File: config.mk
export PLATFORM = sky130hd
export DESIGN_NAME = time_set_editor
export DESIGN_NICKNAME = d
export VERILOG_FILES = /design/src/rtl/time_set_editor_pkg.sv /design/src/rtl/time_set_editor_btn_edge_repeat.sv /design/src/rtl/time_set_editor.sv
export SDC_FILE = /design/constraint.sdc
export NUM_CORES = 1
export LEC_CHECK = 0
export ABC_AREA = 1
export CORE_AREA = 3 3 126 128
export CTS_CLUSTER_SIZE = 16
export DETAILED_ROUTE_END_ITERATION = 16
export DIE_AREA = 0 0 129 131
export PLACE_DENSITY = 0.82
export SYNTH_ARGS = -nofsm -noshare
export SYNTH_HDL_FRONTEND = slang
export SYNTH_HIERARCHICAL = 1
export SYNTH_SLANG_ARGS = --single-unit
File: constraint.sdc
create_clock -name clk_100Mhz -period 2.8 [get_ports clk_100Mhz]
set_clock_uncertainty 0.2 [all_clocks]
set_input_delay 0.28 -clock clk_100Mhz [delete_from_list [all_inputs] [get_ports clk_100Mhz]]
set_output_delay 0.28 -clock clk_100Mhz [all_outputs]
set_load 0.01 [all_outputs]
File: src/rtl/time_set_editor_pkg.sv
// Shared state encoding, field codes, limits and the 17-bit HH:MM:SS packing
// used by the time-set editor and its button front end.
package time_set_pkg;

   typedef enum logic [2:0] {
      ST_IDLE     = 3'd0,
      ST_EDIT_HR  = 3'd1,
      ST_EDIT_MIN = 3'd2,
      ST_EDIT_SEC = 3'd3,
      ST_COMMIT   = 3'd4
   } state_t;

   localparam logic [1:0] FIELD_NONE = 2'd0;
   localparam logic [1:0] FIELD_HR   = 2'd1;
   localparam logic [1:0] FIELD_MIN  = 2'd2;
   localparam logic [1:0] FIELD_SEC  = 2'd3;

   localparam logic [4:0] HR_MAX = 5'd23;
   localparam logic [5:0] MS_MAX = 6'd59;

   localparam int TIME_W  = 17;
   localparam int HR_MSB  = 16;
   localparam int HR_LSB  = 12;
   localparam int MIN_MSB = 11;
   localparam int MIN_LSB = 6;
   localparam int SEC_MSB = 5;
   localparam int SEC_LSB = 0;

   // Out-of-range values (possible from a corrupt live time) wrap to a legal value.
   function automatic logic [4:0] hr_adjust(input logic [4:0] v, input logic up);
      if (up) begin
         return (v >= HR_MAX) ? 5'd0 : v + 5'd1;
      end else begin
         return ((v == 5'd0) || (v > HR_MAX)) ? HR_MAX : v - 5'd1;
      end
   endfunction

   function automatic logic [5:0] ms_adjust(input logic [5:0] v, input logic up);
      if (up) begin
         return (v >= MS_MAX) ? 6'd0 : v + 6'd1;
      end else begin
         return ((v == 6'd0) || (v > MS_MAX)) ? MS_MAX : v - 6'd1;
      end
   endfunction

   function automatic logic [TIME_W-1:0] pack_time(input logic [4:0] h, input logic [5:0] m,
                                                   input logic [5:0] s);
      return {h, m, s};
   endfunction

endpackage

File: src/rtl/time_set_editor_btn_edge_repeat.sv
// Button front end: one sync flop, rising-edge detect and optional hold-to-repeat,
// producing a registered single-cycle step. REPEAT_DELAY of 0 disables repeat.
module btn_edge_repeat #(
   parameter int REPEAT_DELAY = 0,
   parameter int REPEAT_RATE  = 1
) (
   input  logic clk,
   input  logic rst_n,
   input  logic btn,
   input  logic clear,
   output logic step,
   output logic held
);

   localparam bit          REP_EN    = (REPEAT_DELAY > 0);
   // The counter starts one edge after the sync flop goes high and the step is
   // registered, so the first repeat threshold sits two below the delay.
   localparam logic [31:0] FIRST_LIM = (REPEAT_DELAY > 1) ? 32'(REPEAT_DELAY - 2) : 32'd0;
   localparam logic [31:0] RATE_LIM  = (REPEAT_RATE > 1) ? 32'(REPEAT_RATE - 1) : 32'd0;

   logic        sync_r;
   logic        prev_r;
   logic        step_r;
   logic        rep_phase_r;
   logic [31:0] cnt_r;
   logic        edge_s;
   logic        rep_hit_s;
   logic [31:0] lim_s;

   // Edge detect and repeat threshold compare.
   always_comb begin
      edge_s    = sync_r & ~prev_r;
      lim_s     = rep_phase_r ? RATE_LIM : FIRST_LIM;
      rep_hit_s = 1'b0;
      if (REP_EN && sync_r && !clear) begin
         rep_hit_s = (cnt_r == lim_s);
      end else begin
         rep_hit_s = 1'b0;
      end
   end

   // Sync flop, edge history, hold counter and registered step.
   always_ff @(posedge clk or negedge rst_n) begin
      if (!rst_n) begin
         sync_r      <= 1'b0;
         prev_r      <= 1'b0;
         step_r      <= 1'b0;
         rep_phase_r <= 1'b0;
         cnt_r       <= 32'd0;
      end else begin
         sync_r <= btn;
         prev_r <= sync_r;
         step_r <= edge_s | rep_hit_s;
         if (!sync_r || clear || !REP_EN) begin
            cnt_r       <= 32'd0;
            rep_phase_r <= 1'b0;
         end else if (rep_hit_s) begin
            cnt_r       <= 32'd0;
            rep_phase_r <= 1'b1;
         end else begin
            cnt_r <= cnt_r + 32'd1;
         end
      end
   end

   assign step = step_r;
   assign held = sync_r;

endmodule

File: src/rtl/time_set_editor.sv
// Cursor-driven HH:MM:SS editor: captures the live time, edits one field at a
// time with wrap and auto-repeat, blinks the selected field and commits with a load strobe.
module time_set_editor
   import time_set_pkg::*;
#(
   parameter int REPEAT_DELAY = 50_000_000,
   parameter int REPEAT_RATE  = 10_000_000,
   parameter int BLINK_HALF   = 25_000_000
) (
   input  logic              clk_100Mhz,
   input  logic              reset_in,
   input  logic              edit_en,
   input  logic              btn_next,
   input  logic              btn_up,
   input  logic              btn_down,
   input  logic [TIME_W-1:0] time_in,
   output logic [TIME_W-1:0] time_out,
   output logic              load,
   output logic [1:0]        field,
   output logic [2:0]        blank_mask,
   output logic              editing
);

   localparam logic [31:0] BLINK_LIM = (BLINK_HALF > 1) ? 32'(BLINK_HALF - 1) : 32'd0;

   state_t      state_r;
   state_t      state_n;
   logic [4:0]  hr_r;
   logic [4:0]  hr_n;
   logic [5:0]  min_r;
   logic [5:0]  min_n;
   logic [5:0]  sec_r;
   logic [5:0]  sec_n;
   logic [31:0] blink_cnt_r;
   logic [31:0] blink_cnt_n;
   logic        phase_r;
   logic        phase_n;
   logic [1:0]  field_n;
   logic [2:0]  mask_n;
   logic        editing_n;

   logic        next_step_s;
   logic        up_step_s;
   logic        down_step_s;
   logic        up_held_s;
   logic        down_held_s;
   logic        next_held_unused_s;
   logic        both_s;
   logic        inc_s;
   logic        dec_s;
   logic        adj_s;
   logic        clear_s;

   btn_edge_repeat #(.REPEAT_DELAY(0), .REPEAT_RATE(1)) u_next (
      .clk   (clk_100Mhz),
      .rst_n (reset_in),
      .btn   (btn_next),
      .clear (1'b0),
      .step  (next_step_s),
      .held  (next_held_unused_s)
   );

   btn_edge_repeat #(.REPEAT_DELAY(REPEAT_DELAY), .REPEAT_RATE(REPEAT_RATE)) u_up (
      .clk   (clk_100Mhz),
      .rst_n (reset_in),
      .btn   (btn_up),
      .clear (clear_s),
      .step  (up_step_s),
      .held  (up_held_s)
   );

   btn_edge_repeat #(.REPEAT_DELAY(REPEAT_DELAY), .REPEAT_RATE(REPEAT_RATE)) u_down (
      .clk   (clk_100Mhz),
      .rst_n (reset_in),
      .btn   (btn_down),
      .clear (clear_s),
      .step  (down_step_s),
      .held  (down_held_s)
   );

   // Next-state, working-value, blink and output decode.
   always_comb begin
      state_n     = state_r;
      hr_n        = hr_r;
      min_n       = min_r;
      sec_n       = sec_r;
      blink_cnt_n = blink_cnt_r;
      phase_n     = phase_r;
      adj_s       = 1'b0;
      // Both buttons down, or both edges at once, cancel each other.
      both_s = (up_held_s & down_held_s) | (up_step_s & down_step_s);
      inc_s  = up_step_s & ~both_s;
      dec_s  = down_step_s & ~both_s;

      case (state_r)
         ST_IDLE: begin
            if (next_step_s && edit_en) begin
               state_n = ST_EDIT_HR;
               hr_n    = time_in[HR_MSB:HR_LSB];
               min_n   = time_in[MIN_MSB:MIN_LSB];
               sec_n   = time_in[SEC_MSB:SEC_LSB];
            end else begin
               state_n = ST_IDLE;
            end
         end
         ST_EDIT_HR: begin
            if (!edit_en) begin
               state_n = ST_IDLE;
            end else if (next_step_s) begin
               state_n = ST_EDIT_MIN;
            end else if (inc_s || dec_s) begin
               hr_n  = hr_adjust(hr_r, inc_s);
               adj_s = 1'b1;
            end else begin
               state_n = ST_EDIT_HR;
            end
         end
         ST_EDIT_MIN: begin
            if (!edit_en) begin
               state_n = ST_IDLE;
            end else if (next_step_s) begin
               state_n = ST_EDIT_SEC;
            end else if (inc_s || dec_s) begin
               min_n = ms_adjust(min_r, inc_s);
               adj_s = 1'b1;
            end else begin
               state_n = ST_EDIT_MIN;
            end
         end
         ST_EDIT_SEC: begin
            if (!edit_en) begin
               state_n = ST_IDLE;
            end else if (next_step_s) begin
               state_n = ST_COMMIT;
            end else if (inc_s || dec_s) begin
               sec_n = ms_adjust(sec_r, inc_s);
               adj_s = 1'b1;
            end else begin
               state_n = ST_EDIT_SEC;
            end
         end
         ST_COMMIT: begin
            state_n = ST_IDLE;
         end
         default: begin
            state_n = ST_IDLE;
         end
      endcase

      clear_s = (state_n != state_r) | both_s;

      // A fresh value or cursor position is always shown visible first.
      if (adj_s || (state_n != state_r)) begin
         blink_cnt_n = 32'd0;
         phase_n     = 1'b0;
      end else if (blink_cnt_r == BLINK_LIM) begin
         blink_cnt_n = 32'd0;
         phase_n     = ~phase_r;
      end else begin
         blink_cnt_n = blink_cnt_r + 32'd1;
         phase_n     = phase_r;
      end

      case (state_n)
         ST_EDIT_HR: begin
            field_n   = FIELD_HR;
            mask_n    = {phase_n, 2'b00};
            editing_n = 1'b1;
         end
         ST_EDIT_MIN: begin
            field_n   = FIELD_MIN;
            mask_n    = {1'b0, phase_n, 1'b0};
            editing_n = 1'b1;
         end
         ST_EDIT_SEC: begin
            field_n   = FIELD_SEC;
            mask_n    = {2'b00, phase_n};
            editing_n = 1'b1;
         end
         default: begin
            field_n   = FIELD_NONE;
            mask_n    = 3'b000;
            editing_n = 1'b0;
         end
      endcase
   end

   // State, working registers and registered outputs.
   always_ff @(posedge clk_100Mhz or negedge reset_in) begin
      if (!reset_in) begin
         state_r     <= ST_IDLE;
         hr_r        <= 5'd0;
         min_r       <= 6'd0;
         sec_r       <= 6'd0;
         blink_cnt_r <= 32'd0;
         phase_r     <= 1'b0;
         time_out    <= {TIME_W{1'b0}};
         load        <= 1'b0;
         field       <= FIELD_NONE;
         blank_mask  <= 3'b000;
         editing     <= 1'b0;
      end else begin
         state_r     <= state_n;
         hr_r        <= hr_n;
         min_r       <= min_n;
         sec_r       <= sec_n;
         blink_cnt_r <= blink_cnt_n;
         phase_r     <= phase_n;
         load        <= (state_n == ST_COMMIT);
         if (state_n == ST_COMMIT) begin
            time_out <= pack_time(hr_r, min_r, sec_r);
         end else begin
            time_out <= time_out;
         end
         field      <= field_n;
         blank_mask <= mask_n;
         editing    <= editing_n;
      end
   end

endmodule

==> results.md, run 1 <==
- The total routing resource utilization after global routing is 25.7%.
- The number of buffers inserted for hold repair after clock tree synthesis is 1.
- The clock tree from TritonCTS is built.
- The critical path required time is between 2000 and 3000 ps.
- The count of port buffers added during placement is 46.
- The root buffer cell chosen for the clock tree is clkbuf_16.
- The initialized floorplan defines 45 standard-cell rows.
- In this run the power density over the cells is 520 nW/um^2.
- The number of antenna violations at the first check in global routing came to 0.
- Once detailed placement completed, the half-perimeter wirelength came to roughly 15000 um.
- The count of routing violations after the opening detailed-route iteration is ~600.
- For this run, design rule violations remaining after detail routing come to 0.
- The die is 131 um tall.
- The clock sink total is 152.
- Counting along the longest clock path gives a buffer depth of 2.
- The number of hold violations in the final report is 0.
- The number of maximum-capacitance constraint violations is 0.
- After detailed placement, the design holds a cell count of 1500.
- With fillers left out, the area of the finished cells amounts to just over 10000 um^2.
- The worst pin sits at a relative slew slack of 57.2%.
- The slack of the worst reg-to-reg path is 490 ps.
- The floorplan step set the die width to between 100 and 150 um.
- For the finished layout, the period the worst path requires is 2310 ps.
- Cells fill 68.3% of the core in the end.
- The floorplan step defined a die boundary enclosing about 17000 um^2.
- The number of global-route vias before repair is 7557.
- Clock-pin slew was measured on the worst setup and hold paths at 60 ps.
- The area added between synthesis and finish is 13.3%.
- During synthesis, Yosys emitted a total of 6 warnings.
- A synthesized cell averages 7.09 um^2.
- The combined flip-flop and latch cell area is 3800 um^2.
- The path type of the worst min-delay path is input port to flip-flop.
- The commonest non-fill, non-tap cell in the layout is nand2_1.
- STA puts the critical path data arrival time at 2460 ps.
- The critical path is of the flip-flop to flip-flop type.
- The count of placed standard cells in the final layout, fillers left out is 1533.
- 47 I/O pins were placed.
- The multi-input combinational cells in the finished layout cover a total of 4610 um^2.
- The global-route congestion overflow total is 0.
- The setup TNS after final layout is 0 ps.
- For the pin with the worst max-slew slack, the measured transition is 640 ps.
- Setup violations remaining at the end of the flow were counted as 0.
- The library cells used most frequently in the layout, excluding fill and tap cells, are nand2_1, nor2_1, dfrtp_1, inv_1, nand3_1.
- The clock latency of the later-clocked register in the worst-skew pair is roughly 430 ps.
- The net count of the finished layout is 1366.
- The largest net degree at the start of global routing is 56.
- The via count of the routed design is 8030.
- Counting every instance in the synthesized netlist gives 1275.
- Based on the critical path, the design can be clocked at up to about 430 MHz.
- After detailed routing, the total wire length is 20700 um.
- Routability-driven placement finished with a final weighted congestion of 0.963.
- The first global-routing pass estimated 35000 um of wire.
- The worst-case hold slack is 118 ps.
- The first TritonRoute pass finished after 6 iterations.
- The number of CTS-inserted buffers is 17.
- The number of gates resized after CTS was 0.
- The highest fanout seen on the critical path is 14.
- The run finished with clean final reports.
- The worst path uses between 80% and 90% of the clock period.
- The total inserted antenna cells is 0.
- The initial cell density of the core is 60.3%.
- The type of element launching the critical path is a flip-flop.
- The total count of max-transition violations in the final report was 0.
- The number of fillers in the final layout is 1343.
- The endpoint type of the worst setup path is a flip-flop.
- Summing all placed instances gives a cell area of 9680 um^2.
- VDD sags by at most 0.464 mV.
- The fraction of layout instances using a drive strength above 1 is 6.32%.
- The remaining number of nets flagged by the antenna check after routing is 0.
- The synthesized net count is ~1300.
- Summed over all cells, the static leakage comes to 0.00454 uW.
- The H-tree generated during clock tree synthesis spans 4 levels.
- The number of vias per cell after detailed routing is about 5.2.
- Setup repair after global routing left no endpoint under its margin.
- The core area is between 10000 and 15000 um^2.
- The detail-routed net length per standard cell is 13.5 um.
- The post-synthesis instance area is 9040 um^2.
- The post-CTS repair timing setup buffer count is 0.
## per-layer routing
metal  GRT usage, %  part of all wire, %  up-vias
li1               -                    -     4104
met4           8.21                  1.4        0
met2           40.9                   47      208
met1           36.0                   46     3689
met3           4.92                  4.9       29
met5              0                    0        -
## per-stage QoR
stage	power, uW	setup WS, ps
2_1_floorplan	2970	696
3_3_place_gp	3180	178
3_5_place_dp	3200	102
4_1_cts	5350	471
5_1_grt	5590	204
6_report	5320	489
## worst max-delay path, cell delays in order (launching register included)
cell and delay (ps):
dfrtp_1 440, inv_1 100, nor2_4 120, nand2_2 120
a21oi_2 150, nand3_1 90, nor2_2 140, nand2_1 100
nor2_1 270, inv_1 280, nor3_1 230
## power breakdown
part           switching, uW  leakage [uW]  internal (uW)
clock                    900      0.000267           1240
sequential               133       0.00207           2300
combinational            466       0.00220            274
## worst paths after layout
| path | startpoint | endpoint | depth (start not counted) |
|---|---|---|---|
| max | state_r[0] | u_down/cnt_r[23] | 10 |
| min | btn_next | u_next/held | 1 |
| max reg2reg | state_r[0] | u_down/cnt_r[23] | 10 |
| min reg2reg | u_next/held | u_next/prev_r | 0 |
| max in group asynchronous | reset_in | time_out[16] | 3 |
| min in group asynchronous | reset_in | u_up/cnt_r[11] | 2 |
## flip-flops by register name, summed over array words and instances (netlist names), 2 cells and up
register      flops
u_up/cnt_r       32
blink_cnt_r      32
hr_r              5
state_r           3
blank_mask        3
min_r             6
sec_r             6
time_out         17
u_down/cnt_r     32
field             2
## layout make-up
class                   instances  area share, %
well taps                     188           2.30
repair buffers                 54           5.24
multi-input cells             974           45.0
clock buffers                  21           4.40
clock inverters                11          0.978
flip-flops and latches        152           37.2
inverters                     133           4.88
Note: power is estimated with default switching activity, not from simulation.
==> inputs of run 2 (changes only) <==
--- a/config.mk
+++ b/config.mk
@@ -6,11 +6,11 @@
 export NUM_CORES = 1
 export LEC_CHECK = 0
 export ABC_AREA = 1
-export CORE_AREA = 3 3 126 128
+export CORE_AREA = 3 3 133 135
 export CTS_CLUSTER_SIZE = 16
 export DETAILED_ROUTE_END_ITERATION = 16
-export DIE_AREA = 0 0 129 131
-export PLACE_DENSITY = 0.82
+export DIE_AREA = 0 0 136 138
+export PLACE_DENSITY = 0.78
 export SYNTH_ARGS = -nofsm -noshare
 export SYNTH_HDL_FRONTEND = slang
 export SYNTH_HIERARCHICAL = 1
==> constraint.sdc (replaced) <==
create_clock -name clk_100Mhz -period 2.05 [get_ports clk_100Mhz]
set_clock_uncertainty 0.2 [all_clocks]
set_input_delay 0.205 -clock clk_100Mhz [delete_from_list [all_inputs] [get_ports clk_100Mhz]]
set_output_delay 0.205 -clock clk_100Mhz [all_outputs]
set_load 0.01 [all_outputs]
==> run 2 against run 1 <==
Compared with the run above:
- worst hold slack lost 110 ps
- largest cell class unchanged
- die area grew 11%
- maximum frequency grew 12%
- critical path type unchanged
- clock power grew 50%
- sequential share of layout area shrank 2.1 points
- the flow now finishes with violations (negative setup slack)
==> results.md, run 2 (synthesis results as in run 1) <==
- The count of routing violations after the opening detailed-route iteration came to 591 (was 603).
- Critical-path cell list: inv_2 -> nand2_2 -> o211ai_1 -> nand3_2 -> nor2_4 -> nand2_4 -> nor2_4 -> buf_6 -> o21ai_4 -> clkbuf_16 -> nor2_4 (was inv_1 -> nor2_4 -> nand2_2 -> a21oi_2 -> nand3_1 -> nor2_2 -> nand2_1 -> nor2_1 -> inv_1 -> nor3_1).
- The first-pass GRT wire length is 36900 um (was 35000 um).
- The headroom to the max-slew limit is 68.1% (was 57.2%).
- The worst stage delay on the critical path came to 460 ps (was 440 ps).
- The depth of the worst register-to-register path came to 11 (was 10).
- The critical path required time is 2210 ps (was 2950 ps).
- The ratio of final minimum period to clock period was 100% (was 82.5%).
- The highest fanout seen on the critical path is 6 (was 14).
- The largest buffer count on any clock path is 2 (unchanged).
- The H-tree level count is 4 (unchanged).
- The final reports fail on negative setup slack.
- The endpoint type of the worst setup path was a flip-flop (unchanged).
- The commonest non-fill, non-tap cell in the layout is nand2_1 (unchanged).
- The launch instance of the worst register-to-register path is state_r[2] (was state_r[0]).
- The type of the setup path with the least slack is flip-flop to flip-flop (unchanged).
- The post-route core utilization is 65.6% (was 68.3%).
- The largest net degree at the start of global routing is 49 (was 56).
- The area added between synthesis and finish is 20.4% (was 13.3%).
- The height of the die came to 138 um (was 131 um).
- The detailed-routed wire length on met2 is 10500 um (was 9790 um).
- The core area is 16600 um^2 (was 15000 um^2).
- The CTS clock-pin slew for the worst setup and hold paths came to 70 ps (was 60 ps).
- The type of element launching the critical path was a flip-flop (unchanged).
- The data arrival time of the critical path was 2220 ps (was 2460 ps).
- The count of port buffers added during placement came to 46 (unchanged).
- The number of vias per cell after detailed routing is 5.22 (was 5.24).
- The total count of max-transition violations in the final report is 0 (unchanged).
- The shortest period the worst path allows was 2060 ps (was 2310 ps).
- The final setup violation count is 4 (was 0).
- The instance count along the most critical hold path is 1 (unchanged).
- The library cell appearing most often on the critical path is nor2_4 (was inv_1).
- The peak supply drop was 0.665 mV (was 0.464 mV).
- The initial cell density of the core is 54.5% (was 60.3%).
- The site row count is 47 (was 45).
- The cell chosen for the clock root is clkbuf_16 (unchanged).
- RSZ-0062 raised after global routing: true (was false).
- The die outline area is 18800 um^2 (was 16900 um^2).
- The via count of the routed design is 8384 (was 8030).
- The cell family contributing the most delay on the critical path is simple AND/OR/NAND/NOR gates (unchanged).
- The fmax is 486 MHz (was 433 MHz).
- Commonest non-fill, non-tap cells in the layout: nand2_1, nor2_1, dfrtp_1, inv_1, nand3_1 (unchanged).
- The met1 layer wirelength in the final routing came to 10200 um (was 9610 um).
- The layout net count is 1406 (was 1366).
- The setup slack after layout is -7.29 ps (was 489 ps).
- The wire length after detailed routing came to 22100 um (was 20700 um).
- The leakage power came to 0.00479 uW (was 0.00454 uW).
- The global-route congestion overflow total is 0 (unchanged).
- The clock latency of the later-clocked register in the worst-skew pair came to 420 ps (was 430 ps).
- The length of routed met3 wiring is 1120 um (was 1000 um).
- The total routing resource utilization after global routing is 23.8% (was 25.7%).
- The placer congestion estimate is 0.974 (was 0.963).
- The number of buffers and inverters on the critical path is 3 (was 2).
- The uppermost metal layer occupied by signal nets is met4 (unchanged).
- Run status: finished with violations (was finished, final reports clean).
- The number of detailed-route iterations in the first pass is 5 (was 6).
- The slack of the worst reg-to-reg path came to -7 ps (was 490 ps).
- The detailed placement HPWL is 16000 um (was 15500 um).
- The clock tree from TritonCTS is built (unchanged).
- The setup TNS after final layout came to -15.3 ps (was 0 ps).
- The total inserted antenna cells is 0 (unchanged).
- The I/O pin count was 47 (unchanged).
- The start point of the worst min-delay path is btn_down (was btn_next).
- The combined flip-flop and latch cell area is 3810 um^2 (was 3800 um^2).
- The number of global-route vias before repair was 7973 (was 7557).
- The power per standard cell area is 707 nW/um^2 (was 520 nW/um^2).
- The number of CTS-inserted buffers was 17 (unchanged).
- The total DRC errors in the routed layout is 0 (unchanged).
- Largest registers: blink_cnt_r: 32 flops, u_down/cnt_r: 32 flops, u_up/cnt_r: 32 flops (unchanged).
- The number of maximum-capacitance constraint violations came to 0 (unchanged).
- The number of fillers in the final layout was 1454 (was 1343).
- The area of the multi-input gates came to 4770 um^2 (was 4610 um^2).
- The number of antenna violations at the first check in global routing is 0 (unchanged).
- The end of the worst hold path is u_down/held (was u_next/held).
- The width of the die came to 136 um (was 129 um).
- The detail-routed net length per standard cell is 13.8 um (was 13.5 um).
- The number of hold violations in the final report is 0 (unchanged).
- The path type of the worst min-delay path is input port to flip-flop (unchanged).
- The slew at the pin closest to its max-slew limit is 478 ps (was 640 ps).
- The remaining number of nets flagged by the antenna check after routing came to 0 (unchanged).
- The clock sink total came to 152 (unchanged).
- The worst reg2reg path endpoint is u_down/cnt_r[5] (was u_down/cnt_r[23]).
- The fraction of layout instances using a drive strength above 1 was 11.2% (was 6.32%).
- The standard cell with the maximum stage delay on the critical path is dfrtp_2 (was dfrtp_1).
run 2: changes by cell type in the layout (fill, tap and decap cells not counted), sizes merged:
cell    delta
bufinv     +1
o21ai      +2
clkbuf     -1
buf       +37
inv        +5
clkinv     -4
run 2: worst max-delay path by stage:
stage | slack [ps] | startpoint | endpoint | cells past startpoint
after floorplan | -50 | state_r[0] | u_up/cnt_r[11] | 12
after global placement | -220 | edit_en | u_down/cnt_r[22] | 12
after detailed placement | -290 | edit_en | u_down/cnt_r[3] | 12
after CTS | 20 | state_r[2] | u_up/cnt_r[14] | 11
after global routing | -130 | state_r[2] | u_down/cnt_r[13] | 11
final | -7 | state_r[2] | u_down/cnt_r[5] | 11
run 2: layer usage:
layer,GRT usage [%],vias to the layer above
met5,0,-
met4,5.84,0
met3,4.61,31
met2,38.1,245
met1,33.7,3924
li1,-,4184
run 2: where the power goes:
group | switching (uW) | internal [uW]
Sequential | 174 | 3140
Clock | 1340 | 1860
Combinational | 698 | 477
Total | 2210 | 5480
run 2: repair_timing:
| item | CTS | global route |
|---|---|---|
| pin swaps | 0 | 10 |
| setup buffers | 2 | 2 |
| gates resized for setup | 0 | 48 |
| cloned | 0 | 3 |
| hold buffers | 1 | 0 |
| endpoints found under the hold margin | 152 | 0 |
| endpoints found under the setup margin | 7 | 79 |
run 2: cell type report:
class | instances | area share (%)
flip-flops and latches | 152 | 35.0
inverters | 133 | 4.59
multi-input cells | 976 | 43.9
clock inverters | 13 | 1.46
clock buffers | 19 | 4.07
repair buffers | 92 | 8.48
well taps | 220 | 2.53
run 2: stage by stage:
step / power, uW / instance area (um^2) / hold WS (ps) / cells / setup slack (ps)
finish: 7690 / 10900 / 11.4 / 1605 / -7.29
CTS: 7680 / 10700 / 1.16 / 1600 / 24.8
global placement: 4420 / 10000 / -27.5 / 1565 / -223
detailed placement: 4450 / 10000 / -22.9 / 1565 / -290
global route: 8070 / 10900 / 1.53 / 1605 / -127
floorplan: 4060 / 9040 / -291 / 1275 / -54.0
==> inputs of run 3 (changes only) <==
--- a/config.mk
+++ b/config.mk
@@ -10,7 +10,7 @@
 export CTS_CLUSTER_SIZE = 16
 export DETAILED_ROUTE_END_ITERATION = 16
 export DIE_AREA = 0 0 136 138
-export PLACE_DENSITY = 0.78
+export PLACE_DENSITY_LB_ADDON = 0.12
 export SYNTH_ARGS = -nofsm -noshare
 export SYNTH_HDL_FRONTEND = slang
 export SYNTH_HIERARCHICAL = 1
==> run 3 against run 2 <==
Compared with the run above:
- the flow now finishes without violations
- maximum frequency increased by 1.7%
- setup slack better by 34 ps
- count of clock-buffer cells in the layout up 1
- critical endpoint is now u_up/cnt_r[13]
- largest power group unchanged
==> results.md, run 3 (synthesis results as in run 1) <==
- Run status: finished, final reports clean (was finished with violations).
- The launch instance of the worst register-to-register path is state_r[2] (unchanged).
- The peak supply drop is 0.672 mV (was 0.665 mV).
- The height of the die is 138 um (unchanged).
- The remaining number of nets flagged by the antenna check after routing is 0 (unchanged).
- The fmax is 494 MHz (was 486 MHz).
- The data arrival time of the critical path is 2170 ps (was 2220 ps).
- The type of the setup path with the least slack is flip-flop to flip-flop (unchanged).
- The path type of the worst min-delay path was input port to asynchronous set/reset pin (was input port to flip-flop).
- The width of the die is 136 um (unchanged).
- The slack of the worst reg-to-reg path is 30 ps (was -7 ps).
- The endpoint type of the worst setup path is a flip-flop (unchanged).
- The number of hold violations in the final report is 0 (unchanged).
- The number of global-route vias before repair is 7999 (was 7973).
- The shortest period the worst path allows is 2020 ps (was 2060 ps).
- The final total power was 7600 uW (was 7690 uW).
- The number of fillers in the final layout is 1500 (was 1454).
- The placer congestion estimate is 0.934 (was 0.974).
- The leakage power is 0.00476 uW (was 0.00479 uW).
- The layout net count is 1405 (was 1406).
- The area of the multi-input gates is 4690 um^2 (was 4770 um^2).
- The first-pass GRT wire length came to 37100 um (was 36900 um).
- The number of detailed-route iterations in the first pass is 5 (unchanged).
- The clock sink total is 152 (unchanged).
- The via count of the routed design is 8178 (was 8384).
- The slew at the pin closest to its max-slew limit is 443 ps (was 478 ps).
- Largest registers: blink_cnt_r: 32 flops, u_down/cnt_r: 32 flops, u_up/cnt_r: 32 flops (unchanged).
- The number of antenna violations at the first check in global routing is 0 (unchanged).
- The critical path required time was 2190 ps (was 2210 ps).
- The count of port buffers added during placement is 46 (unchanged).
- The total routing resource utilization after global routing was 23.9% (was 23.8%).
- The commonest non-fill, non-tap cell in the layout is nand2_1 (unchanged).
- The power per standard cell area is 709 nW/um^2 (was 707 nW/um^2).
- The detailed placement HPWL is 16000 um (about the same).
- The number of maximum-capacitance constraint violations is 0 (unchanged).
- The clock tree from TritonCTS was built (unchanged).
- The count of placed standard cells including taps is 1567 (was 1565).
- The I/O pin count is 47 (unchanged).
- The total inserted antenna cells was 0 (unchanged).
- The count of routing violations after the opening detailed-route iteration is 584 (was 591).
- The ratio of final minimum period to clock period came to 98.7% (was 100%).
- The endpoint of the worst setup timing path is u_up/cnt_r[13] (was u_down/cnt_r[5]).
- The die outline area is 18800 um^2 (unchanged).
- The H-tree level count was 4 (unchanged).
- The number of vias per cell after detailed routing came to 5.10 (was 5.22).
- RSZ-0062 raised after global routing: true (unchanged).
- The fraction of layout instances using a drive strength above 1 is 9.68% (was 11.2%).
- The highest fanout seen on the critical path is 9 (was 6).
- The core area is 16600 um^2 (unchanged).
- The wire length after detailed routing was 21800 um (was 22100 um).
- The CTS clock-pin slew for the worst setup and hold paths is 70 ps (about the same).
- The clock latency of the later-clocked register in the worst-skew pair is 420 ps (about the same).
- The cell chosen for the clock root is clkbuf_16 (unchanged).
- The post-CTS repair timing setup buffer count was 0 (was 2).
- The depth of the worst register-to-register path is 10 (was 11).
- The total count of max-transition violations in the final report is 0 (unchanged).
- The global-route congestion overflow total is 0 (unchanged).
- The combined flip-flop and latch cell area is 3800 um^2 (was 3810 um^2).
- The largest net degree at the start of global routing is 46 (was 49).
- The headroom to the max-slew limit came to 70.5% (was 68.1%).
- The largest buffer count on any clock path came to 2 (unchanged).
- The number of CTS-inserted buffers is 17 (unchanged).
- The worst reg2reg path endpoint is u_up/cnt_r[13] (was u_down/cnt_r[5]).
- The initial cell density of the core was 54.5% (unchanged).
- The critical path launch point is state_r[2] (unchanged).
- The area added between synthesis and finish is 18.6% (was 20.4%).
- The final setup violation count is 0 (was 4).
- The post-placement worst setup slack came to -302 ps (was -290 ps).
- The site row count came to 47 (unchanged).
- The setup slack after layout is 26.3 ps (was -7.29 ps).
- The total DRC errors in the routed layout came to 0 (unchanged).
- The detail-routed net length per standard cell is 13.6 um (was 13.8 um).
- The type of element launching the critical path is a flip-flop (unchanged).
- Commonest non-fill, non-tap cells in the layout: nand2_1, nor2_1, dfrtp_1, inv_1, nand3_1 (unchanged).
- The count of placed standard cells in the final layout, fillers left out came to 1604 (was 1605).
-- run 3: routing by layer --
layer / GRT usage (%) / share of wire (%)
met3: 4.43 / 4.5
met5: 0 / 0
met2: 38.1 / 46
met4: 6.53 / 2.2
met1: 33.4 / 48
-- run 3: power by group --
group / internal, uW / total (uW) / switching (uW) / leakage, uW
sequential: 3140 / 3310 / 169 / 0.00207
combinational: 461 / 1130 / 674 / 0.00240
clock: 1910 / 3150 / 1240 / 0.000284
-- run 3: cell type report --
cell class	instances	share of cell area, %
multi-input combinational	978	43.7
tap	220	2.57
timing repair buffer	89	8.11
clock buffer	20	4.07
inverter	133	4.66
sequential	152	35.5
clock inverter	12	1.41
-- run 3: how the worst min path moves through the flow --
stage / start / endpoint / slack (ps)
after floorplan: reset_in / blank_mask[0] / -290
after global placement: reset_in / u_up/cnt_r[4] / -100
after detailed placement: reset_in / u_up/cnt_r[4] / -100
after CTS: btn_down / u_down/held / 10
after global routing: reset_in / u_up/cnt_r[10] / 20
final: reset_in / u_up/cnt_r[3] / 20
-- run 3: repair_timing --
action | 4_1_cts | 5_1_grt
endpoints found under the setup margin | 2 | 76
pin swaps | 0 | 3
gates resized for setup | 0 | 14
hold buffers | 1 | 0
hold endpoints to repair | 152 | 0
gates cloned | 1 | 3
-- run 3: critical path, cell delays in order (launching register included) --
cell and delay, ps:
dfrtp_1 430, inv_1 120, nand2_1 90, o211ai_1 160
nand3_1 120, nor2_2 170, nand2_2 90, nor2_2 140
buf_6 150, o21ai_2 140, nor2_1 130
-- run 3: through the flow --
stage / hold slack [ps] / instance area (um^2) / setup TNS (ps) / utilization, %
2_1_floorplan: -291 / 9040 / -966 / -
3_3_place_gp: -105 / 10000 / -11990 / 60.5
3_5_place_dp: -104 / 10000 / -18100 / 60.5
4_1_cts: 13.5 / 10600 / 0 / 64.2
5_1_grt: 24.2 / 10700 / -3570 / 64.7
6_report: 15.9 / 10700 / 0 / 64.7
